### src/rtl/mem_access_ctrl.sv
// mem_access_ctrl: sequences single CPU read/write requests onto an asynchronous RAM
// with wait-stated strobes, write setup/hold cycles and conflict rejection.
module mem_access_ctrl #(
  parameter int WAIT_CYCLES = 1
) (
  input  logic        clock,
  input  logic        clear,
  input  logic        req_rd,
  input  logic        req_wr,
  input  logic [8:0]  req_addr,
  input  logic [31:0] req_wdata,
  output logic        busy,
  output logic        done,
  output logic        err,
  output logic [31:0] rdata,
  output logic        read,
  output logic        write,
  output logic [8:0]  address,
  output logic [31:0] BusMuxOut,
  input  logic [31:0] Mdatain
);
  typedef enum logic [2:0] {IDLE, RD, WSETUP, WR, WHOLD, DONE} state_t;
  localparam logic [3:0] WC = 4'(WAIT_CYCLES);
  state_t      state_q, state_d;
  logic [3:0]  cnt_q, cnt_d;
  logic [8:0]  addr_q, addr_d;
  logic [31:0] wdata_q, wdata_d;
  logic [31:0] rdata_q, rdata_d;
  logic        read_q, write_q, busy_q, done_q, err_q, err_d;
  always_comb begin
    state_d = state_q;
    cnt_d   = cnt_q;
    addr_d  = addr_q;
    wdata_d = wdata_q;
    rdata_d = rdata_q;
    err_d   = 1'b0;
    case (state_q)
      IDLE:
        if (req_rd && req_wr) err_d = 1'b1;
        else if (req_rd || req_wr) begin
          addr_d  = req_addr;
          wdata_d = req_wdata;
          cnt_d   = WC;
          state_d = req_rd ? RD : WSETUP;
        end
      RD:
        if (cnt_q == 4'd0) begin
          rdata_d = Mdatain;
          state_d = DONE;
        end else cnt_d = cnt_q - 4'd1;
      // WR is held WAIT_CYCLES cycles, so it counts down from one less
      WSETUP: begin
        cnt_d   = WC - 4'd1;
        state_d = WR;
      end
      WR: begin
        cnt_d   = (cnt_q == 4'd0) ? cnt_q : cnt_q - 4'd1;
        state_d = (cnt_q == 4'd0) ? WHOLD : WR;
      end
      WHOLD:   state_d = DONE;
      DONE:    state_d = IDLE;
      default: state_d = IDLE;
    endcase
  end
  // Strobes and flags are decoded from the next state so every output is a flop.
  always_ff @(posedge clock or posedge clear) begin
    if (clear) begin
      state_q <= IDLE;
      cnt_q   <= 4'd0;
      addr_q  <= 9'd0;
      wdata_q <= 32'd0;
      rdata_q <= 32'd0;
      read_q  <= 1'b0;
      write_q <= 1'b0;
      busy_q  <= 1'b0;
      done_q  <= 1'b0;
      err_q   <= 1'b0;
    end else begin
      state_q <= state_d;
      cnt_q   <= cnt_d;
      addr_q  <= addr_d;
      wdata_q <= wdata_d;
      rdata_q <= rdata_d;
      read_q  <= state_d == RD;
      write_q <= state_d == WR;
      busy_q  <= state_d != IDLE;
      done_q  <= state_d == DONE;
      err_q   <= err_d;
    end
  end
  assign busy      = busy_q;
  assign done      = done_q;
  assign err       = err_q;
  assign rdata     = rdata_q;
  assign read      = read_q;
  assign write     = write_q;
  assign address   = addr_q;
  assign BusMuxOut = wdata_q;
endmodule
### config.mk
export PLATFORM = sky130hd
export DESIGN_NAME = mem_access_ctrl
export DESIGN_NICKNAME = d
export VERILOG_FILES = /design/src/rtl/mem_access_ctrl.sv
export SDC_FILE = /design/constraint.sdc
export NUM_CORES = 1
export LEC_CHECK = 0
export CORE_MARGIN = 5
export CORE_UTILIZATION = 43
export DETAILED_ROUTE_END_ITERATION = 10
export GPL_TIMING_DRIVEN = 0
export PLACE_DENSITY = 0.79
export REMOVE_ABC_BUFFERS = 1
export SLEW_MARGIN = 30
export SYNTH_ARGS = -nofsm -noshare
export SYNTH_HDL_FRONTEND = slang
export SYNTH_SLANG_ARGS = --single-unit
### constraint.sdc
create_clock -name clock -period 3.35 [get_ports clock]
set_input_delay 0.67 -clock clock [delete_from_list [all_inputs] [get_ports clock]]
set_output_delay 0.67 -clock clock [all_outputs]
set_load 0.01 [all_outputs]
==> results.toml <==
[yosys]
synth_area_leaders = "dfrtp_1, mux2_4, buf_6"
synth-seq-area-share_pct = 58.2
syn_area_um2 = 3650
syn_avg_cell_area_um2 = 17.0
synthCells = 215
synth.distinct_cells = 25
synth_area_leader_cell = "dfrtp_1"
synth.top_cell.area_share_pct = 58.2
ys_ff_latch = 85
yosys_warnings = 0

[cts]
post-cts-setup-buffers = 0
postCtsHoldBufs = 0
cts_tree = "yes"
cts_resized = 0
cts_max_path_buffers = 2
cts_inserted_buffers = 9
cts_root_buf = "clkbuf_8"
cts.clk_slew.worst_paths_ns = 0.08
clock_sink_count = 85
htree_levels = 3
insertion_delay_ns = 0.34

[drt]
viasPerCell = 4.79
first_pass_iters = 4
first_iter_violations = 59
wirelength_um = 8400
drcViolationCount = 0
wl_per_cell_um = 17.4
num_vias = 2315
antenna_left = 0

[finish]
diodes = 0
layout_commonest_cell = "clkdlybuf4s50_1"
fin_util_pct = 66.8
seq_area_um2 = 2130
fill_cells = 606
syn_to_final_growth_pct = 51.0
drive_gt1_share_pct = 26.5
final_cell_mix = "clkdlybuf4s50_1, dfrtp_1, mux2_4"
multiInputGateArea_um2 = 1410
nNetsFinal = 454

[min_path]
hp-class = "reg -> reg"
holdPathStages = 1
holdPathEnd = "address[7]"
hp-start = "address[7]"

[critical_path]
setup.worst_path.class = "in -> reg"
slowest_delay_ns = 0.52
r2r_setup_slack_ns = 1.19
worst-endpoint-arrival_ns = 2.48
cp_slowest_cell = "clkdlybuf4s50_1"
r2r_end = "rdata[8]"
cp_max_fo = 4
crit_path_end_kind = "flop"
r2r_cells = 3
worstPathCellList = "clkdlybuf4s50_1, inv_1, ha_1, or2_2, a211oi_2, mux2_2"
start_kind = "primary input"
cp.required_ns = 3.57
r2r_start = "state_q[2]"

[power]
power_frac_clock_pct = 14.2
netSwitchingPower_mw = 1.64
p_comb_share_pct = 51.6
vdd_drop_max_uv = 573
power.leakage_nw = 2.47
powerDensity_nw_per_um2 = 986
p_seq_share_pct = 34.3
swShare_pct = 30.1
internal_power_mw = 3.80

[sta]
hold_viol = 0
setup_violations = 0
slew_headroom_pct = 45.8
worst_clock_skew_ns = 0.0135
slew_violations = 0
fin_tns_setup_ns = 0
fmax_ghz = 0.443
fin_crit_ns = 2.26
fin_crit_sh_pct = 67.4
rsz0062_at_grt = "false"
tightest_slew_ns = 0.812

[global_route]
antenna_found_initial = 0
grt_pass1_vias = 2522
grt_pass1_wl_um = 13100
track_usage_pct = 16.3
grt_max_degree = 46
grt_remaining_overflow = 0

[floorplan]
start_util_pct = 44.2
core_um2 = 8260
die_area_um2 = 10400
core.rowCount = 33
die-height_um = 102
die_w_um = 102
ios = 155

[job]
max-cap-violations = 0

[place]
routabilityCongestion = 0.837
port_buffers = 154
dp_hpwl_um = 6210

[status]
status = "finished, final reports clean"
[power by group through the flow]
stage | clock [mW] | combinational (mW) | sequential (mW)
after global routing | 0.845 | 2.98 | 1.93
final | 0.770 | 2.80 | 1.86
after floorplan | 0 | 1.32 | 2.07
after detailed placement | 0 | 2.84 | 1.87
after global placement | 0 | 2.79 | 1.85
after CTS | 0.797 | 2.85 | 1.86
[state kept, by name, summed over array words and instances (netlist names)]
| name | count |
|---|---|
| write | 1 |
| cnt_q | 4 |
| err | 1 |
| address | 9 |
| done | 1 |
| BusMuxOut | 32 |
| busy | 1 |
| read | 1 |
| rdata | 32 |
| state_q | 3 |
[area by class of cell]
class / instances / share of cell area, %
Clock buffer: 12 / 2.99
Clock inverter: 4 / 0.998
Inverter: 6 / 0.499
Multi-Input combinational cell: 115 / 25.6
Sequential cell: 85 / 38.6
Tap cell: 105 / 2.38
Timing Repair Buffer: 156 / 28.9
[per-stage QoR]
| stage | total power, mW | hold WS, ns | instance area, um2 | worst slack [ns] | instances |
|---|---|---|---|---|---|
| final | 5.44 | 0.510 | 5520 | 1.09 | 483 |
| after global routing | 5.76 | 0.526 | 5520 | 1.01 | 483 |
| after CTS | 5.51 | 0.516 | 5520 | 1.11 | 483 |
| after detailed placement | 4.71 | 0.491 | 5300 | 0.747 | 467 |
| after global placement | 4.65 | 0.490 | 5230 | -0.825 | 465 |
| after floorplan | 3.39 | 0.477 | 3560 | 0.278 | 206 |
[critical path, delay by kind of cell]
| family | cells | cell delay, ns |
|---|---|---|
| compound gates | 1 | 0.30 |
| mux | 1 | 0.37 |
| buf+inv | 2 | 0.58 |
| fa+ha+maj | 1 | 0.23 |
| simple gates | 1 | 0.32 |
[metal layers]
layer | vias up | global-route usage [%] | routed length (um)
li1 | 1079 | - | -
met1 | 1138 | 20.0 | 3570
met2 | 92 | 27.1 | 4140
met3 | 6 | 5.26 | 610
met4 | 0 | 5.45 | 85
met5 | - | 0 | 0
[worst max path at each step]
stage	startpoint	end	slack, ns	cells after the start
after floorplan	req_rd	address[7]	0.28	4
after global placement	clear	BusMuxOut[0]	-0.82	2
after detailed placement	req_rd	cnt_q[1]	0.75	6
after CTS	req_rd	cnt_q[1]	1.11	6
after global routing	req_rd	cnt_q[1]	1.01	6
final	req_rd	cnt_q[1]	1.09	6
[cell families (layout without fill, tap and decap cells)]
group | after synthesis | count (layout) | synth area share [%]
adder cells (fa/ha/maj) | 4 | 4 | 1.37
AND/OR/NAND/NOR | 25 | 25 | 4.49
AO/OA/AOI/OAI | 12 | 12 | 2.71
buffers and inverters | 15 | 178 | 3.19
flip-flops | 85 | 85 | 58.2
multiplexers | 74 | 74 | 30.0
[synth_stat cells]
master	n
mux2_4	70
mux2_2	4
or4_1	1
and2b_1	1
a21oi_1	3
nor2_2	1
a32o_1	3
buf_6	8
and3_1	2
o221ai_1	2
inv_1	6
nand4b_4	1
and4bb_2	1
o41ai_1	1
nand2b_1	3
nor2_1	7
dfrtp_1	85
nor2b_1	1
nor3_1	3
clkbuf_1	1
ha_1	4
a211oi_2	1
or2_2	2
nor3b_1	2
o31ai_1	2
Power figures use the tool's default switching activity.
